`config.mk`:
```
export PLATFORM = sky130hd
export DESIGN_NAME = key_speed_ctrl_flat
export DESIGN_NICKNAME = d
export VERILOG_FILES = /design/src/rtl/key_speed_ctrl_if.sv /design/src/rtl/key_speed_ctrl.sv /design/src/flat_wrapper.sv
export SDC_FILE = /design/constraint.sdc
export NUM_CORES = 1
export LEC_CHECK = 0
export BUFFER_PORTS_ARGS = -buffer_cell sky130_fd_sc_hd__buf_2
export CORE_MARGIN = 2
export CORE_UTILIZATION = 62
export CTS_CLUSTER_DIAMETER = 60
export CTS_CLUSTER_SIZE = 8
export DETAILED_ROUTE_END_ITERATION = 8
export PLACE_DENSITY_LB_ADDON = 0.15
export REMOVE_ABC_BUFFERS = 1
export SYNTH_ARGS = -nofsm -noshare
export SYNTH_HDL_FRONTEND = slang
export SYNTH_SLANG_ARGS = --single-unit
```
`constraint.sdc`:
```
create_clock -name CLOCK_50 -period 4.1 [get_ports CLOCK_50]
set_input_delay 0.82 -clock CLOCK_50 [delete_from_list [all_inputs] [get_ports CLOCK_50]]
set_output_delay 0.82 -clock CLOCK_50 [all_outputs]
set_load 0.01 [all_outputs]
```
`src/rtl/key_speed_ctrl_if.sv`:
```
// KEY/speed bundle between the board buttons and the scrolling display.
// The board side drives KEY; key_speed_ctrl drives everything else.
interface key_speed_if;
    logic [3:0] KEY;
    logic [5:0] speed;
    logic [3:0] key_down;
    logic       inc_pulse;
    logic       dec_pulse;
    logic       at_min;
    logic       at_max;

    modport master (
        output KEY,
        input  speed, key_down, inc_pulse, dec_pulse, at_min, at_max
    );

    modport slave (
        input  KEY,
        output speed, key_down, inc_pulse, dec_pulse, at_min, at_max
    );
endinterface

```
`src/rtl/key_speed_ctrl.sv`:
```
// Debounced KEY front end producing press steps and a saturating scroll speed.
// Define KEY_SPEED_AUTOREPEAT_EN to add hold-to-repeat on KEY[1]/KEY[2].
//   state  | meaning
//   IDLE   | no inc/dec key owns the repeat timer
//   HOLD   | owner held, waiting REPEAT_DELAY before the first repeat
//   REPEAT | owner still held, stepping every REPEAT_RATE cycles
module key_speed_ctrl #(
    parameter int unsigned DEBOUNCE_CYC = 1000000,
    parameter int unsigned SPEED_INIT   = 3,
    parameter int unsigned SPEED_MIN    = 1,
    parameter int unsigned SPEED_MAX    = 51,
    parameter int unsigned REPEAT_DELAY = 25000000,
    parameter int unsigned REPEAT_RATE  = 5000000
) (
    input logic        CLOCK_50,
    input logic        RST_N,
    key_speed_if.slave bus
);
    localparam int DB_W = $clog2(DEBOUNCE_CYC + 1);

    if (SPEED_MAX > 63 || SPEED_MIN > SPEED_INIT || SPEED_INIT > SPEED_MAX ||
        DEBOUNCE_CYC == 0 || REPEAT_DELAY == 0 || REPEAT_RATE == 0) begin : g_bad_cfg
        $error("key_speed_ctrl: inconsistent parameter set");
    end

    logic            rst_meta, rst_int;
    logic [3:0]      sync_a, sync_b, lvl, key_down_r;
    logic [DB_W-1:0] db_cnt [4];
    logic [2:0]      key_down_q, press, blocked;
    logic [1:0]      settle_cnt;
    logic            settled;
    logic [5:0]      speed_r;
    logic            inc_r, dec_r, step_inc, step_dec;

    // Assert asynchronously, release synchronously.
    always_ff @(posedge CLOCK_50 or negedge RST_N) begin
        if (!RST_N) begin
            rst_meta <= 1'b0;
            rst_int  <= 1'b0;
        end else begin
            rst_meta <= 1'b1;
            rst_int  <= rst_meta;
        end
    end

    always_ff @(posedge CLOCK_50 or negedge rst_int) begin
        if (!rst_int) begin
            sync_a <= 4'hF;
            sync_b <= 4'hF;
        end else begin
            sync_a <= bus.KEY;
            sync_b <= sync_a;
        end
    end

    assign lvl = ~sync_b;

    always_ff @(posedge CLOCK_50 or negedge rst_int) begin
        if (!rst_int) begin
            key_down_r <= '0;
            for (int i = 0; i < 4; i++) db_cnt[i] <= '0;
        end else begin
            for (int i = 0; i < 4; i++) begin
                if (lvl[i] == key_down_r[i]) begin
                    db_cnt[i] <= '0;
                end else if (db_cnt[i] == DB_W'(DEBOUNCE_CYC - 1)) begin
                    key_down_r[i] <= ~key_down_r[i];
                    db_cnt[i]     <= '0;
                end else begin
                    db_cnt[i] <= db_cnt[i] + DB_W'(1);
                end
            end
        end
    end

    // A key already held when reset releases must be let go before it can press.
    assign settled = (settle_cnt == 2'd2);

    always_ff @(posedge CLOCK_50 or negedge rst_int) begin
        if (!rst_int) begin
            settle_cnt <= '0;
            blocked    <= '1;
            key_down_q <= '0;
        end else begin
            if (!settled) settle_cnt <= settle_cnt + 2'd1;
            for (int i = 0; i < 3; i++) begin
                if (settled && !lvl[i] && !key_down_r[i]) blocked[i] <= 1'b0;
            end
            key_down_q <= key_down_r[2:0];
        end
    end

    assign press = key_down_r[2:0] & ~key_down_q & ~blocked;

`ifdef KEY_SPEED_AUTOREPEAT_EN
    localparam int unsigned TM_MAX = (REPEAT_DELAY > REPEAT_RATE) ? REPEAT_DELAY : REPEAT_RATE;
    localparam int          TM_W   = $clog2(TM_MAX + 1);

    typedef enum logic [1:0] {IDLE, HOLD, REPEAT} state_t;

    state_t          state, state_nxt;
    logic            owner, owner_nxt;
    logic            owner_down, tc;
    logic [TM_W-1:0] timer, timer_nxt;

    always_ff @(posedge CLOCK_50 or negedge rst_int) begin
        if (!rst_int) begin
            state <= IDLE;
            owner <= 1'b0;
            timer <= '0;
        end else begin
            state <= state_nxt;
            owner <= owner_nxt;
            timer <= timer_nxt;
        end
    end

    assign owner_down = owner ? key_down_r[2] : key_down_r[1];
    assign tc = (state == HOLD) ? (timer == TM_W'(REPEAT_DELAY - 1))
                                : (timer == TM_W'(REPEAT_RATE - 1));

    // owner 0 = KEY[1] increments, owner 1 = KEY[2] decrements.
    always_comb begin
        state_nxt = state;
        owner_nxt = owner;
        timer_nxt = timer;
        step_inc  = 1'b0;
        step_dec  = 1'b0;
        case (state)
            IDLE: begin
                step_inc = press[1];
                step_dec = press[2];
                if (!press[0] && (press[1] || press[2])) begin
                    owner_nxt = ~press[1];
                    timer_nxt = '0;
                    state_nxt = HOLD;
                end
            end
            HOLD, REPEAT: begin
                if (press[0] || !owner_down) begin
                    timer_nxt = '0;
                    state_nxt = IDLE;
                end else if (tc) begin
                    step_inc  = ~owner;
                    step_dec  = owner;
                    timer_nxt = '0;
                    state_nxt = REPEAT;
                end else begin
                    timer_nxt = timer + TM_W'(1);
                end
            end
            default: state_nxt = IDLE;
        endcase
    end
`else
    assign step_inc = press[1];
    assign step_dec = press[2];
`endif

    // Increment beats decrement when both step in the same cycle.
    always_ff @(posedge CLOCK_50 or negedge rst_int) begin
        if (!rst_int) begin
            speed_r <= 6'(SPEED_INIT);
            inc_r   <= 1'b0;
            dec_r   <= 1'b0;
        end else begin
            inc_r <= 1'b0;
            dec_r <= 1'b0;
            if (press[0]) begin
                speed_r <= 6'(SPEED_INIT);
            end else if (step_inc) begin
                if (speed_r < 6'(SPEED_MAX)) begin
                    speed_r <= speed_r + 6'd1;
                    inc_r   <= 1'b1;
                end
            end else if (step_dec) begin
                if (speed_r > 6'(SPEED_MIN)) begin
                    speed_r <= speed_r - 6'd1;
                    dec_r   <= 1'b1;
                end
            end
        end
    end

    assign bus.speed     = speed_r;
    assign bus.key_down  = key_down_r;
    assign bus.inc_pulse = inc_r;
    assign bus.dec_pulse = dec_r;
    assign bus.at_min    = (speed_r == 6'(SPEED_MIN));
    assign bus.at_max    = (speed_r == 6'(SPEED_MAX));
endmodule
```
`src/flat_wrapper.sv`:
```
// flat-port wrapper written by rule: the top's interface ports become plain ports
module key_speed_ctrl_flat 
#(
    parameter int unsigned DEBOUNCE_CYC = 1000000,
    parameter int unsigned SPEED_INIT   = 3,
    parameter int unsigned SPEED_MIN    = 1,
    parameter int unsigned SPEED_MAX    = 51,
    parameter int unsigned REPEAT_DELAY = 25000000,
    parameter int unsigned REPEAT_RATE  = 5000000
)
  (CLOCK_50, RST_N, bus_KEY, bus_speed, bus_key_down, bus_inc_pulse, bus_dec_pulse, bus_at_min, bus_at_max);
  key_speed_if bus_i ();
  input logic CLOCK_50;
  input logic RST_N;
  input wire logic [$bits(bus_i.KEY)-1:0] bus_KEY;
  output wire logic [$bits(bus_i.speed)-1:0] bus_speed;
  output wire logic [$bits(bus_i.key_down)-1:0] bus_key_down;
  output wire logic [$bits(bus_i.inc_pulse)-1:0] bus_inc_pulse;
  output wire logic [$bits(bus_i.dec_pulse)-1:0] bus_dec_pulse;
  output wire logic [$bits(bus_i.at_min)-1:0] bus_at_min;
  output wire logic [$bits(bus_i.at_max)-1:0] bus_at_max;
  assign bus_i.KEY = bus_KEY;
  assign bus_speed = bus_i.speed;
  assign bus_key_down = bus_i.key_down;
  assign bus_inc_pulse = bus_i.inc_pulse;
  assign bus_dec_pulse = bus_i.dec_pulse;
  assign bus_at_min = bus_i.at_min;
  assign bus_at_max = bus_i.at_max;
  key_speed_ctrl #(.DEBOUNCE_CYC(DEBOUNCE_CYC), .SPEED_INIT(SPEED_INIT), .SPEED_MIN(SPEED_MIN), .SPEED_MAX(SPEED_MAX), .REPEAT_DELAY(REPEAT_DELAY), .REPEAT_RATE(REPEAT_RATE)) u_core (.CLOCK_50(CLOCK_50), .RST_N(RST_N), .bus(bus_i));
endmodule
```
Word-level counts from Yosys, hierarchy flattened
Cells that the tools add are included.
{"block": "word_totals", "inputBits": 6, "regBits": 110}
{"block": "classes", "addsub": 7, "mux": 20, "n_reduce_logical": 19, "magnitude_cmp": 2, "n_eq_ne": 12, "bitwise": 13}
{"cell": "$mux W20", "n": 8}
{"cell": "$add A20 B1 Y20 const B", "n": 4}
{"cell": "$eq A20 B20 Y1 const B", "n": 4}
{"cell": "$mux W6", "n": 5}
{"cell": "$not A1 Y1", "n": 8}
{"cell": "$reduce_and A2 Y1", "n": 4}
{"cell": "$mux W1", "n": 7}
{"cell": "$add A6 B1 Y6 const B", "n": 1}
{"cell": "$and A3 B3 Y3", "n": 2}
{"cell": "$eq A6 B1 Y1 const B", "n": 1}
{"cell": "$eq A6 B6 Y1 const B", "n": 1}
{"cell": "$gt A6 B1 Y1 const B", "n": 1}
{"cell": "$logic_and A1 B1 Y1", "n": 6}
{"cell": "$logic_not A1 Y1", "n": 6}
{"cell": "$lt A6 B6 Y1 const B", "n": 1}
{"cell": "$not A3 Y3", "n": 2}
{"cell": "$reduce_bool A3 Y1", "n": 2}
{"cell": "$sub A6 B1 Y6 const B", "n": 1}
{"cell": "$eq A1 B1 Y1", "n": 4}
{"cell": "$not A4 Y4", "n": 1}
{"cell": "$ne A3 B3 Y1 const B", "n": 1}
{"cell": "$reduce_and A3 Y1", "n": 1}
{"cell": "$add A2 B1 Y2 const B", "n": 1}
{"cell": "$eq A2 B2 Y1 const B", "n": 1}

Depth between registers and ports, before layout
Gate-level depths: netlist (run 1).
{"block": "logic_depth", "word_depth": 6, "mapped_depth": 6, "mapped_depth_nobuf": 6}

Worst setup path after synthesis (run 1)
Ideal clock, no wire load.
{"block": "synth_timing", "path_type": "reg2out", "from": "register u_core.speed_r[2], in the netlist u_core.bus.speed[2]", "to": "output port bus_at_min", "path_slack_ps": 2023, "arrival_time_ps": 1257, "path_stages_with_launch": 4, "t_required_ps": 3280, "path_cell_list": "dfrtp_1 > clkbuf_2 > or4_4 > nor2_1"}
{"block": "synth_via", "elab_chain_len": 1}
{"element": "from (decl)", "line_no": "key_speed_ctrl.sv:32", "rtl": "logic [5:0] speed_r;"}
{"element": "from (signal assigned)", "line_no": "key_speed_ctrl.sv:163", "rtl": "speed_r <= 6'(SPEED_INIT);"}
{"element": "from (signal assigned)", "line_no": "key_speed_ctrl.sv:170", "rtl": "speed_r <= 6'(SPEED_INIT);"}
{"element": "from (signal assigned)", "line_no": "key_speed_ctrl.sv:173", "rtl": "speed_r <= speed_r + 6'd1;"}
{"element": "$eq A6 B1 Y1", "line_no": "key_speed_ctrl.sv:189", "rtl": "assign bus.at_min = (speed_r == 6'(SPEED_MIN));"}
{"element": "to (decl)", "line_no": "flat_wrapper.sv:20", "rtl": "output wire logic [$bits(bus_i.at_min)-1:0] bus_at_min;"}
Every way passes these cells.

Worst setup path after layout (run 1)
{"block": "layout_timing", "from": "register u_core.speed_r[3], in the netlist u_core.bus.speed[3]", "to": "output port bus_at_min"}
The elaborated chain is that of the path after synthesis.

==> parameters.txt, run 1 <==
Parameter                              Value

STA
  Final Slew Violations    0
  RSZ-0062 raised after global routing    no
  Final worst-path setup slack    1620 ps
  Period utilization    60.4%
  Clock tree skew after final layout    8.69 ps
  Final hold slack    205 ps
  Relative slew margins    32.5%
  Clock period minus worst slack    2480 ps
  Setup tns final    0 ps
  Final hold violation count    0
  Count of endpoints failing setup in the final report    0
  Slew at the pin closest to its max-slew limit    1010 ps
  Max frequency    404 MHz

Clocking
  Post-CTS Setup Bufs    0
  CTS HTree Levels    3
  Skew-Pair Late Insertion Delay    370 ps
  Max Root-Sink Buffers    2
  Cell at the root of the clock tree    sky130_fd_sc_hd__clkbuf_8
  Clock Sink Count    110
  Post-cts sizing count    0
  CTS tree    built
  Clock slew at reported path FFs    110 ps
  CTS buffer count    9
  Hold-fix buffers, CTS    0

Power
  Total leakage power    2.43 nW
  Pwr Density    323 nW/um^2
  Worst supply voltage drop on vdd    0.240 mV
  Overall power    1.86 mW

Run
  Number of violations of the max-capacitance limit    0

Outcome
  Run status    finished clean

Synthesis
  Mean area per synthesized cell    10.1 sq um
  Number of enable-type register cells in the synthesized netlist    0
  Cell types occupying the most area after synthesis    sky130_fd_sc_hd__dfrtp_1 45%, sky130_fd_sc_hd__dfstp_2 6.3%, sky130_fd_sc_hd__xor2_1 5.9%, sky130_fd_sc_hd__nor2_1 4.7%, sky130_fd_sc_hd__xnor2_1 3.7%
  Commonest cells post-synth    97 x sky130_fd_sc_hd__dfrtp_1, 67 x sky130_fd_sc_hd__nor2_1, 36 x sky130_fd_sc_hd__xor2_1, 34 x sky130_fd_sc_hd__nand3_1
  Most repeated cell in the gate-level netlist after synthesis    sky130_fd_sc_hd__dfrtp_1
  Ys async rst share    100%
  Share of synthesized area occupied by flip-flops and latches    51.4%
  Syn. warnings    0
  Main synth FF type    sky130_fd_sc_hd__dfrtp_1
  Post-synth top area cell    sky130_fd_sc_hd__dfrtp_1
  Flops & latches, synth    110
  Synth unique cells    50
  Netlist Area Pre-Place    5380 sq um
  Instance count of the mapped netlist    533
  Share of Yosys cell area claimed by the top area cell type    45.1%

Layout
  Area grow syn2layout    7.13%
  Layout cells sized above 1    12.3%
  Number of nets in the finished design    560
  Antenna fix cells    0
  Filler instances    655

Setup path
  Data required time of the critical path    3280 ps
  Crit path largest cell delay    580 ps
  Critical path type    reg2out
  Reg-to-Reg Start    u_core.db_cnt[2]
  Worst Path Max Fanout    9
  Worst setup EP type    output pin
  Ordered cell list for the critical path    or4_4 > nor2_1 > buf_2
  Data arrival time of the critical path    1660 ps
  Element type at the critical path start    flip-flop
  Cell with the largest stage delay on the worst path    sky130_fd_sc_hd__or4_4
  Launching instance or port of the critical path    u_core.bus.speed[3]

Worst hold path
  Path type of the worst min-delay path    in2async

Global route
  Global-route total usage across every layer    22.1%
  Wire length of the first global-routing pass    17400 um
  Number of antenna violations at the first check in global routing    0
  Largest net degree at the start of global routing    84
  Leftover overflow at the end of global routing    0
  Vias in the first global route    3897

Drt
  Via total after detailed routing    3871
  First-iteration detailed-routing DRC count    144
  Detailed-route wire length    9700 um
  Average wire length per cell after detail routing    14.8 um
  Post-DRT Antenna Nets    0
  DRT Pass-1 Iters    4
  DRC violation count after routing    0
  Number of vias per cell after detailed routing    5.90

Die
  Area of the die    9440 sq um
  Width of the chip    97.2 um
  Die Y    97.2 um
  Top Ports    20
  Core Box Area    8300 sq um
  Cell row count    33
  Initial core utilization    64.9%

Placement
  # port buffers    19
  Worst setup timing slack at the placement stage    1990 ps
  HPWL after detailed placement    6640 um
  Final estimated routing congestion in global placement    0.823
layout by cell type, fill, tap and decap left out, types with 2 or more instances in the layout:
| cell type | Yosys | routed |
|---|---|---|
| sky130_fd_sc_hd__inv_1 | 19 | 19 |
| sky130_fd_sc_hd__mux2i_1 | 6 | 6 |
| sky130_fd_sc_hd__nor4b_1 | 2 | 2 |
| sky130_fd_sc_hd__nor3b_1 | 2 | 2 |
| sky130_fd_sc_hd__or3_1 | 9 | 9 |
| sky130_fd_sc_hd__or3_4 | 2 | 2 |
| sky130_fd_sc_hd__nand4_1 | 29 | 29 |
| sky130_fd_sc_hd__a22oi_1 | 4 | 4 |
| sky130_fd_sc_hd__and2_0 | 2 | 2 |
| sky130_fd_sc_hd__o31ai_1 | 11 | 11 |
| sky130_fd_sc_hd__clkinvlp_4 | 0 | 2 |
| sky130_fd_sc_hd__a21oi_1 | 20 | 20 |
| sky130_fd_sc_hd__a31oi_1 | 3 | 3 |
| sky130_fd_sc_hd__clkbuf_8 | 0 | 9 |
| sky130_fd_sc_hd__nor4_1 | 10 | 10 |
| sky130_fd_sc_hd__or4_1 | 10 | 10 |
| sky130_fd_sc_hd__dfrtp_1 | 97 | 96 |
| sky130_fd_sc_hd__nand3_1 | 34 | 34 |
| sky130_fd_sc_hd__nor3_1 | 8 | 8 |
| sky130_fd_sc_hd__nand2_1 | 29 | 29 |
| sky130_fd_sc_hd__xor2_1 | 36 | 36 |
| sky130_fd_sc_hd__buf_2 | 8 | 19 |
| sky130_fd_sc_hd__buf_4 | 0 | 4 |
| sky130_fd_sc_hd__xnor2_1 | 23 | 23 |
| sky130_fd_sc_hd__nand4b_1 | 2 | 2 |
| sky130_fd_sc_hd__and3_1 | 12 | 12 |
| sky130_fd_sc_hd__and2_1 | 6 | 6 |
| sky130_fd_sc_hd__nor2_1 | 67 | 67 |
| sky130_fd_sc_hd__ha_1 | 8 | 8 |
| sky130_fd_sc_hd__dfstp_2 | 13 | 13 |
| sky130_fd_sc_hd__o21ai_1 | 0 | 2 |
| sky130_fd_sc_hd__o21ai_0 | 17 | 15 |
| sky130_fd_sc_hd__inv_6 | 0 | 2 |
| sky130_fd_sc_hd__and4_1 | 11 | 11 |
| sky130_fd_sc_hd__or2_2 | 4 | 4 |
worst paths after layout:
check | to | slack, ps | cells past startpoint
hold / removal | u_core.rst_meta | 200 | 1
max in group asynchronous | u_core.db_cnt[61] | 2650 | 1
setup reg to reg | u_core.db_cnt[19] | 1970 | 5
setup / recovery | bus_at_min | 1620 | 3
min in group CLOCK_50 | u_core.sync_b[1] | 360 | 0
hold reg to reg | u_core.sync_b[1] | 360 | 0
per-layer routing:
layer / global-route usage, % / wire length (um) / share of wire, %
met1: 30.4 / 4620 / 48
met3: 3.74 / 313 / 3.2
met2: 36.2 / 4690 / 48
met4: 6.72 / 87 / 0.90
met5: 0 / 0 / 0
worst max-delay path: cells and delay by family (launching register included):
kind / cells / cell delay, ps
buffers and inverters: 1 / 130
flip-flops: 1 / 480
AND/OR/NAND/NOR: 2 / 680
cells by family after synthesis:
kind of cell,share of synthesized area (%)
AOI/OAI and AO/OA,7.44
xor gates and xnor gates,9.60
adders and majority gates,1.86
buffers and inverters,3.14
DFF,51.4
muxes,1.12
other,0.0697
and+or+nand+nor,25.4
where the power goes:
part	switching (mW)	leakage, nW	internal, mW
sequential	0.0278	1.47	1.10
clock	0.387	0.101	0.296
combinational	0.0324	0.854	0.0170
total	0.448	2.43	1.42
metrics by stage:
stage	util (%)	std cells	area (sq um)
after detailed placement	66.9	640	5550
after global routing	69.5	656	5770
after global placement	66.9	640	5550
after floorplan	-	512	5290
final	69.5	656	5770
after CTS	69.5	656	5770
layout make-up:
class,instances,area (sq um),area share [%]
multi-input combinational,383,2450,42.5
clock inverter,7,90.1,1.56
inverter,19,71.3,1.24
timing repair buffer,23,125,2.17
sequential,110,2770,48.1
clock buffer,9,124,2.15
tap,105,131,2.28
sequential cells by signal, summed over array words and instances, names as in the netlist:
register              count
u_core.bus.dec_pulse      1
u_core.db_cnt            80
u_core.key_down_q         3
u_core.rst_meta           1
u_core.sync_b             4
u_core.bus.inc_pulse      1
u_core.blocked            3
u_core.rst_int            1
u_core.bus.key_down       4
u_core.settle_cnt         2
u_core.bus.speed          6
u_core.sync_a             4
(Power assumes the default switching activity.)
==> inputs of run 2 (changes only) <==
--- a/config.mk
+++ b/config.mk
@@ -7,7 +7,7 @@
 export LEC_CHECK = 0
 export BUFFER_PORTS_ARGS = -buffer_cell sky130_fd_sc_hd__buf_2
 export CORE_MARGIN = 2
-export CORE_UTILIZATION = 62
+export CORE_UTILIZATION = 56
 export CTS_CLUSTER_DIAMETER = 60
 export CTS_CLUSTER_SIZE = 8
 export DETAILED_ROUTE_END_ITERATION = 8
==> constraint.sdc (replaced) <==
create_clock -name CLOCK_50 -period 2.2 [get_ports CLOCK_50]
set_input_delay 0.44 -clock CLOCK_50 [delete_from_list [all_inputs] [get_ports CLOCK_50]]
set_output_delay 0.44 -clock CLOCK_50 [all_outputs]
set_load 0.01 [all_outputs]
==> run 2 against run 1 <==
  * Total power is 85% higher
  * Clock power is 81% higher
  * Sequential cell count stayed put
  * Clock skew is 1.1 ps higher
  * Sequential share of layout area is 0.86 points lower
  * Routed wire length is 1.2% lower
  * Final area is 1.9% higher
  * Cell count is 5.0% higher
  * Via count is 1.6% higher
  * Utilization is 6.2 points lower
  * Count of clock-buffer cells in the layout stayed put
  * Largest cell class unchanged
==> parameters.txt, run 2 (synthesis results as in run 1) <==
Parameter                              Value

Outcome
  Run status    finished clean

Setup path
  Data arrival time of the critical path    1670 ps (about the same)
  Element type at the critical path start    flip-flop
  Worst Path Max Fanout    9 (unchanged)
  Crit path largest cell delay    590 ps (about the same)
  Critical path type    reg2out
  Data required time of the critical path    1760 ps (-1520 ps)
  Worst-case register-to-register setup slack    280 ps (-1690 ps)
  Ordered cell list for the critical path    or4_4 > nor2_1 > buf_2
  Worst setup EP type    output pin
  Cell with the largest stage delay on the worst path    sky130_fd_sc_hd__or4_4

Global route
  Number of antenna violations at the first check in global routing    0 (unchanged)
  Leftover overflow at the end of global routing    0 (unchanged)
  Largest net degree at the start of global routing    57 (-32%)
  Global-route total usage across every layer    20.5% (-1.6 points)
  Wire length of the first global-routing pass    17200 um (-1.2%)
  Vias in the first global route    3832 (-1.7%)

Drt
  WL met3    301 um (-3.8%)
  First-iteration detailed-routing DRC count    167 (+16%)
  Met2 wire length    4480 um (-4.5%)
  Detailed-route wire length    9590 um (-1.2%)
  Total routed wire length on the met1 layer    4750 um (+2.8%)
  Post-DRT Antenna Nets    0 (unchanged)
  Number of vias per cell after detailed routing    5.71 (-3.2%)
  Average wire length per cell after detail routing    13.9 um (-5.9%)
  DRT Pass-1 Iters    4 (unchanged)
  DRC violation count after routing    0 (unchanged)
  Via total after detailed routing    3934 (+1.6%)
  Uppermost routed layer    met4

Die
  Cell row count    35 (+6.1%)
  Top Ports    20 (unchanged)
  Initial core utilization    58.0% (-6.9 points)
  Core Box Area    9280 sq um (+12%)
  Width of the chip    102 um (+5.0%)
  Area of the die    10400 sq um (+10%)
  Die Y    102 um (+5.0%)

Placement
  # port buffers    19 (unchanged)
  Total instance count after detailed placement    672 (+5.0%)
  Final estimated routing congestion in global placement    0.943 (+15%)
  HPWL after detailed placement    6620 um (-0.30%)
  Worst setup timing slack at the placement stage    320 ps (-1670 ps)

Layout
  Multi-input logic area    2450 sq um (unchanged)
  Sequential cell area    2770 sq um (about the same)
  Filler instances    780 (+19%)
  Largest Register    u_core.db_cnt
  Final Util    63.3% (-6.2 points)
  Number of nets in the finished design    569 (+1.6%)
  Non-filler cells in the finished layout    689 (+5.0%)
  Antenna fix cells    0 (unchanged)
  Most used cells in the layout excluding fill and tap cells    95 x sky130_fd_sc_hd__dfrtp_1, 67 x sky130_fd_sc_hd__nor2_1, 36 x sky130_fd_sc_hd__xor2_1
  Layout cells sized above 1    13.8% (+1.4 points)
  Flip-flop count of the largest register after layout    80 (unchanged)
  Most frequent standard cell in the layout excluding fill and tap cells    sky130_fd_sc_hd__dfrtp_1
  Area grow syn2layout    9.13%

Clocking
  CTS tree    built
  CTS HTree Levels    3 (unchanged)
  Skew-Pair Late Insertion Delay    370 ps (about the same)
  Cell at the root of the clock tree    sky130_fd_sc_hd__clkbuf_8
  Clock Sink Count    110 (unchanged)
  Max Root-Sink Buffers    2 (unchanged)
  Clock slew at reported path FFs    110 ps (about the same)
  CTS buffer count    9 (unchanged)

Power
  Overall power    3.45 mW (+85%)
  Pwr Density    587 nW/um^2 (+82%)
  Total leakage power    2.47 nW (+2.0%)
  Worst supply voltage drop on vdd    0.350 mV (+46%)

STA
  Clock period minus worst slack    2110 ps
  Final hold violation count    0 (unchanged)
  Final worst-path setup slack    85.7 ps (-1540 ps)
  Count of endpoints failing setup in the final report    0 (unchanged)
  Setup tns final    0 ps (unchanged)
  Period utilization    96.1%
  Max frequency    473 MHz
  Clock tree skew after final layout    9.81 ps (+1.12 ps)
  RSZ-0062 raised after global routing    no
  Final Slew Violations    0 (unchanged)

Worst hold path
  Path type of the worst min-delay path    in2reg

Run
  Number of violations of the max-capacitance limit    0 (unchanged)
==> run 2: through the flow <==
stage | hold slack [ps] | cell area, sq um
floorplan | 144 | 5290
global placement | 224 | 5660
detailed placement | 226 | 5660
CTS | 132 | 5870
global route | 122 | 5880
finish | 152 | 5880
==> run 2: worst paths after layout <==
| kind | start | to | cells after the start |
|---|---|---|---|
| max | u_core.bus.speed[3] | bus_at_min | 3 |
| min | bus_KEY[2] | u_core.sync_a[2] | 1 |
| max reg2reg | u_core.bus.speed[0] | u_core.bus.speed[4] | 5 |
| min reg2reg | u_core.rst_int | u_core.db_cnt[77] | 0 |
| max in group asynchronous | u_core.rst_int | u_core.sync_a[0] | 1 |
| min in group asynchronous | u_core.rst_int | u_core.db_cnt[77] | 0 |
==> run 2: worst max-delay path, delay by kind of cell, from the launching register on <==
family / cells / cell delay, ps
buffers and inverters: 1 / 130
flip-flops: 1 / 480
AND/OR/NAND/NOR: 2 / 700
==> run 2: metal layers <==
| metal | vias to the layer above | global-route usage [%] |
|---|---|---|
| met1 | 1924 | 29.2 |
| li1 | 1935 | - |
| met5 | - | 0 |
| met3 | 7 | 4.31 |
| met2 | 68 | 31.5 |
| met4 | 0 | 7.18 |
==> run 2: timing repair <==
| action | 4_1_cts | 5_1_grt |
|---|---|---|
| setup endpoints to repair | 0 | 1 |
| setup buffers | 0 | 0 |
| resized for setup | 0 | 1 |
| hold buffers | 1 | 0 |
| endpoints found under the hold margin | 2 | 0 |
==> run 2: layout make-up <==
cell class                      count  area share [%]
Clock inverter                      7            1.43
Sequential cell                   110            47.2
Clock buffer                        9            2.11
Multi-Input combinational cell    383            41.8
Inverter                           19            1.21
Tap cell                          129            2.75
Timing Repair Buffer               32            3.53
==> run 2: power breakdown <==
group          switching, mW  internal, mW
registers             0.0357          2.05
logic                 0.0779        0.0418
clock network          0.697         0.542
